**src/rtl/text_pixel_colour_pipe.sv**
```systemverilog
// Text-mode pixel colour stage: attribute + glyph bit -> palette colour, with attribute/cursor
// blink driven by a frame-counted timer and a 2-stage valid pipeline.
module text_pixel_colour_pipe #(
  parameter int COLOR_W      = 8,
  parameter int BLINK_FRAMES = 16
) (
  input  logic                 clk_i,
  input  logic                 rst_i,
  input  logic                 pal_we_i,
  input  logic [3:0]           pal_addr_i,
  input  logic [3*COLOR_W-1:0] pal_wdata_i,
  output logic [3*COLOR_W-1:0] pal_rdata_o,
  input  logic                 blink_en_i,
  input  logic                 frame_start_i,
  input  logic                 valid_i,
  input  logic [7:0]           attribute_i,
  input  logic                 glyph_bit_i,
  input  logic                 cursor_i,
  output logic                 valid_o,
  output logic [3*COLOR_W-1:0] rgb_o,
  output logic                 blink_phase_o
);

  localparam int RGB_W = 3 * COLOR_W;
  localparam int CNT_W = (BLINK_FRAMES > 1) ? $clog2(BLINK_FRAMES) : 1;
  localparam logic [CNT_W-1:0] CNT_LAST = CNT_W'(BLINK_FRAMES - 1);

  // Standard VGA colour for a palette slot, each channel cut to its top COLOR_W bits.
  function automatic logic [RGB_W-1:0] vga_default(input logic [3:0] idx);
    logic [23:0] c;
    case (idx)
      4'h0:    c = 24'h000000;
      4'h1:    c = 24'h0000AA;
      4'h2:    c = 24'h00AA00;
      4'h3:    c = 24'h00AAAA;
      4'h4:    c = 24'hAA0000;
      4'h5:    c = 24'hAA00AA;
      4'h6:    c = 24'hAA5500;
      4'h7:    c = 24'hAAAAAA;
      4'h8:    c = 24'h555555;
      4'h9:    c = 24'h5555FF;
      4'hA:    c = 24'h55FF55;
      4'hB:    c = 24'h55FFFF;
      4'hC:    c = 24'hFF5555;
      4'hD:    c = 24'hFF55FF;
      4'hE:    c = 24'hFFFF55;
      4'hF:    c = 24'hFFFFFF;
      default: c = 24'h000000;
    endcase
    return {c[23 -: COLOR_W], c[15 -: COLOR_W], c[7 -: COLOR_W]};
  endfunction

  logic [RGB_W-1:0] r_pal [16];
  logic [RGB_W-1:0] r_pal_rdata;
  logic [CNT_W-1:0] r_blink_cnt;
  logic             r_blink_phase;
  logic             r_s1_valid;
  logic             r_s1_sel_fg;
  logic [3:0]       r_s1_fg_idx;
  logic [3:0]       r_s1_bg_idx;
  logic             r_s2_valid;
  logic [RGB_W-1:0] r_s2_rgb;

  logic       w_sel_fg;
  logic [3:0] w_bg_idx;
  logic [3:0] w_s2_idx;

  // Palette storage: defaults on reset, single write port.
  always_ff @(posedge clk_i) begin
    if (rst_i) begin
      for (int i = 0; i < 16; i++) begin
        r_pal[i] <= vga_default(4'(i));
      end
    end else if (pal_we_i) begin
      r_pal[pal_addr_i] <= pal_wdata_i;
    end
  end

  // Readback port; samples the array before any same-edge write lands.
  always_ff @(posedge clk_i) begin
    if (rst_i) begin
      r_pal_rdata <= {RGB_W{1'b0}};
    end else begin
      r_pal_rdata <= r_pal[pal_addr_i];
    end
  end

  // Blink timer: frame pulses counted modulo BLINK_FRAMES, phase toggles on wrap.
  always_ff @(posedge clk_i) begin
    if (rst_i) begin
      r_blink_cnt   <= {CNT_W{1'b0}};
      r_blink_phase <= 1'b0;
    end else if (frame_start_i) begin
      if (r_blink_cnt == CNT_LAST) begin
        r_blink_cnt   <= {CNT_W{1'b0}};
        r_blink_phase <= ~r_blink_phase;
      end else begin
        r_blink_cnt <= r_blink_cnt + CNT_W'(1);
      end
    end
  end

  // Stage-1 decode: background index mode and foreground select against the pre-edge phase.
  always_comb begin
    w_bg_idx = attribute_i[7:4];
    if (blink_en_i) begin
      w_bg_idx = {1'b0, attribute_i[6:4]};
    end else begin
      w_bg_idx = attribute_i[7:4];
    end
    w_sel_fg = (glyph_bit_i & ~(blink_en_i & attribute_i[7] & r_blink_phase))
             | (cursor_i & ~r_blink_phase);
  end

  assign w_s2_idx = r_s1_sel_fg ? r_s1_fg_idx : r_s1_bg_idx;

  // Two-stage pipeline; bubbles carry through with a black colour.
  always_ff @(posedge clk_i) begin
    if (rst_i) begin
      r_s1_valid  <= 1'b0;
      r_s1_sel_fg <= 1'b0;
      r_s1_fg_idx <= 4'h0;
      r_s1_bg_idx <= 4'h0;
      r_s2_valid  <= 1'b0;
      r_s2_rgb    <= {RGB_W{1'b0}};
    end else begin
      r_s1_valid  <= valid_i;
      r_s1_sel_fg <= w_sel_fg;
      r_s1_fg_idx <= attribute_i[3:0];
      r_s1_bg_idx <= w_bg_idx;
      r_s2_valid  <= r_s1_valid;
      r_s2_rgb    <= r_s1_valid ? r_pal[w_s2_idx] : {RGB_W{1'b0}};
    end
  end

  assign pal_rdata_o   = r_pal_rdata;
  assign valid_o       = r_s2_valid;
  assign rgb_o         = r_s2_rgb;
  assign blink_phase_o = r_blink_phase;

endmodule

```
**config.mk**
```make
export PLATFORM = sky130hd
export DESIGN_NAME = text_pixel_colour_pipe
export DESIGN_NICKNAME = d
export VERILOG_FILES = /design/src/rtl/text_pixel_colour_pipe.sv
export SDC_FILE = /design/constraint.sdc
export NUM_CORES = 1
export LEC_CHECK = 0
export BUFFER_PORTS_ARGS = -buffer_cell sky130_fd_sc_hd__buf_2
export CORE_MARGIN = 2
export CORE_UTILIZATION = 65
export CTS_CLUSTER_DIAMETER = 30
export DETAILED_ROUTE_END_ITERATION = 10
export PLACE_DENSITY_LB_ADDON = 0.05
export SLEW_MARGIN = 5
export SYNTH_ARGS = -nofsm -noshare
export SYNTH_HDL_FRONTEND = slang
export SYNTH_SLANG_ARGS = --single-unit
export TNS_END_PERCENT = 50
```
**constraint.sdc**
```tcl
create_clock -name clk_i -period 5.4 [get_ports clk_i]
set_input_delay 0.54 -clock clk_i [delete_from_list [all_inputs] [get_ports clk_i]]
set_output_delay 0.54 -clock clk_i [all_outputs]
set_load 0.005 [all_outputs]
```
==> metrics.cfg <==
[setup_path]
worst-setup-path-type = reg -> reg
cp-start-kind = flop
cp_slowest_stage_delay_ps = 1000
path_cells = mux2i_4, buf_12, mux4_2, a22oi_1, nand2_1
cp_top_family = flip-flops
cp_max_fo = 97
slowest_stage = dfxtp_1
crit_buf_inv = 1
worstPathArrival_ps = 3770
critical_path_depth = 5
r2r_cells = 5
end_kind = flop
worstPathRequired_ps = 5870
r2r_slack_ps = 2100

[synthesis]
synth_edf_count = 384
synth_common_cells = edfxtp_1, mux4_2, and2_1
yosysTopAreaCell = edfxtp_1
synth_fa_ha_area_share_pct = 0.05687
synth_fp_nets = 1468
yosysTopAreaCellShare_pct = 52.41
synth_top_family_by_area = multiplexers
avgSynthCellArea_um2 = 15.46
async_flop_share_pct = 0
synth.area.top_cells = edfxtp_1, mux4_2, dfxtp_1
synth.area.mux_share_pct = 21.84
syn_inst = 1423
synth-compound-area-share_pct = 2.838
yosys.area_share.simple_pct = 14.13
yosysUniqueCellTypes = 46
ys_seq_elements = 448
synth.most_common_cell = edfxtp_1
ys_seq_area_share_pct = 58.23
ys_warn_count = 0
synth_xor_area_share_pct = 0.07961
syn_area_um2 = 22000
ys.flop_type = edfxtp_1

[sta]
setup_viol = 0
period_share_pct = 61.07
tightest_slew_ps = 1409
slew_viol_final = 0
hold_slack_ps = 116.1
period_minus_slack_ps = 3298
rsz0062_at_grt = false
clock_skew_ps = 20.04
setup_ws_ps = 2102
fin_setup_tns_ps = 0
hold_violations = 0
slew_headroom_pct = 6.071
max_freq_mhz = 303.2

[pwr]
seqPwrFrac_pct = 39.0
sw_frac_of_total_pct = 23.12
power_switching_mw = 2.430
pwr-share-clk_pct = 52.9
p_int_mw = 8.079
leakagePower_nw = 9.047
p_per_area_nw_per_um2 = 406.4
p_comb_share_pct = 8.0
ir_drop_mv = 0.3004

[status]
outcome = finished clean

[global_routing]
grt_overflow = 0
grt_pass1_vias = 14820
grt_pass1_wl_mm = 95.40
antenna_found_initial = 5
globalRouteTotalUtil_pct = 37.64
grt_max_degree = 98

[detailed_routing]
firstDrtPassIters = 6
drcViolationCount = 0
routed_wl_mm = 63.87
num_vias = 14500
antenna_left = 0
wl_per_cell_um = 31.53
initialDrtViolationCount = 1715
via_per_inst = 7.158

[final_layout]
fin_util_pct = 77.32
multi_input_area_um2 = 8646
nFillCells = 1887
regArea_um2 = 12810
finalNetCount = 1543
area_delta_synth_final_pct = 17.54
layout-drive-gt1-share_pct = 32.76
fin_cells = 2026

[clock_tree]
clkTransAtPathRegs_ps = 50
postCtsHoldBufs = 0
cts_sinks = 448
cts_tree = done
clk_path_buf_depth = 3
clk_latency_ps = 620
cts_setup_buffers = 0
cts_root_buf = clkbuf_16
ctsResizeCount = 0
numCtsBuffers = 90
htree_levels = 3

[placement]
place_congestion = 0.8424
dp.cells = 1854
dp.final_hpwl_mm = 32.73
port_buffers = 93
place_ws_ps = 1798

[floorplanning]
die_h_um = 188.0
start_util_pct = 65.78
rows = 67
dieWidth_um = 188.0
core_area_um2 = 33450
ioPinCount = 94
dieArea_um2 = 35340

[min_path]
whs_path_depth = 2
hold_path_class = in -> reg

[job]
cap_violations = 0

-- cell type report --
class                           count  share of cell area (%)
Sequential cell                   448                   49.54
Multi-Input combinational cell    827                   33.43
Clock buffer                      111                   9.294
Timing Repair Buffer              125                   2.859
Clock inverter                     58                   2.588
Tap cell                          448                   2.167
Inverter                            6                 0.08709
Antenna cell                        3                 0.02903
-- logic make-up (layout without fill, tap and decap cells) --
logic type | count (synthesis) | in the layout
DFF | 448 | 448
xor gates and xnor gates | 2 | 2
AOI/OAI and AO/OA | 86 | 86
adders and majority gates | 1 | 1
other | 0 | 3
muxes | 216 | 216
buffers and inverters | 148 | 300
and+or+nand+nor | 522 | 522
-- final timing paths --
| path | startpoint | end |
|---|---|---|
| hold / removal | blink_en_i | r_s1_bg_idx[3] |
| hold reg to reg | r_s1_valid | valid_o |
| setup reg to reg | r_s1_sel_fg | rgb_o[4] |
| setup / recovery | r_s1_sel_fg | rgb_o[4] |
-- sequential cells by signal, summed over array words and instances, names as in the netlist --
| register | count |
|---|---|
| r_s1_bg_idx | 4 |
| pal_rdata_o | 24 |
| r_blink_cnt | 4 |
| r_s1_valid | 1 |
| r_s1_sel_fg | 1 |
| valid_o | 1 |
| rgb_o | 24 |
| r_pal | 384 |
| blink_phase_o | 1 |
| r_s1_fg_idx | 4 |
-- metal layers --
layer | vias up | share of wire (%) | track usage, % | wire, um
met5 | - | 0.036 | 0 | 23
met3 | 207 | 12 | 11.08 | 7867
met1 | 7325 | 35 | 48.59 | 22080
met2 | 1197 | 48 | 58.42 | 30680
met4 | 4 | 5.0 | 20.26 | 3213
li1 | 5769 | - | - | -
-- power groups by stage --
stage / Combinational [mW] / Sequential, mW / Clock (mW)
after detailed placement: 0.831 / 4.15 / 0
after CTS: 0.840 / 4.09 / 5.58
after global routing: 0.886 / 4.11 / 5.76
final: 0.846 / 4.10 / 5.56
after floorplan: 0.587 / 4.09 / 0
after global placement: 0.822 / 4.14 / 0
-- placed cells by master, fill, tap and decap left out, types with 3 or more instances in the layout --
cell type	synthesis	final
o21ai_0	8	8
inv_6	0	5
or2_2	14	15
or3_1	161	161
nor2b_1	39	39
nand2_1	29	27
clkinvlp_4	0	6
clkinv_4	0	11
buf_4	13	31
nor3_2	0	4
clkinv_2	0	17
a21oi_1	8	7
clkbuf_1	105	16
diode_2	0	3
edfxtp_1	384	384
and2_1	192	192
mux4_2	211	211
mux2i_1	4	4
buf_2	13	91
nor2_2	0	4
nand2b_1	39	37
clkinv_1	0	4
clkbuf_16	0	92
nor2_1	31	27
bufinv_16	0	11
inv_1	6	6
a22oi_1	48	48
clkbuf_8	0	3
dfxtp_1	64	64
o21bai_1	4	3
-- per-stage QoR --
step | total power [mW] | area, um2
after detailed placement | 4.977 | 22780
after global placement | 4.958 | 22780
after global routing | 10.76 | 25860
after CTS | 10.52 | 25850
after floorplan | 4.679 | 22000
final | 10.51 | 25860
-- worst reg2reg max path, delay by kind of cell (launching register included) --
kind | cells | cell delay [ps]
AND/OR/NAND/NOR | 1 | 110
buffers and inverters | 1 | 610
multiplexers | 2 | 1100
AO/OA/AOI/OAI | 1 | 350
flip-flops | 1 | 1000
Note: power is estimated with default switching activity, not from simulation.
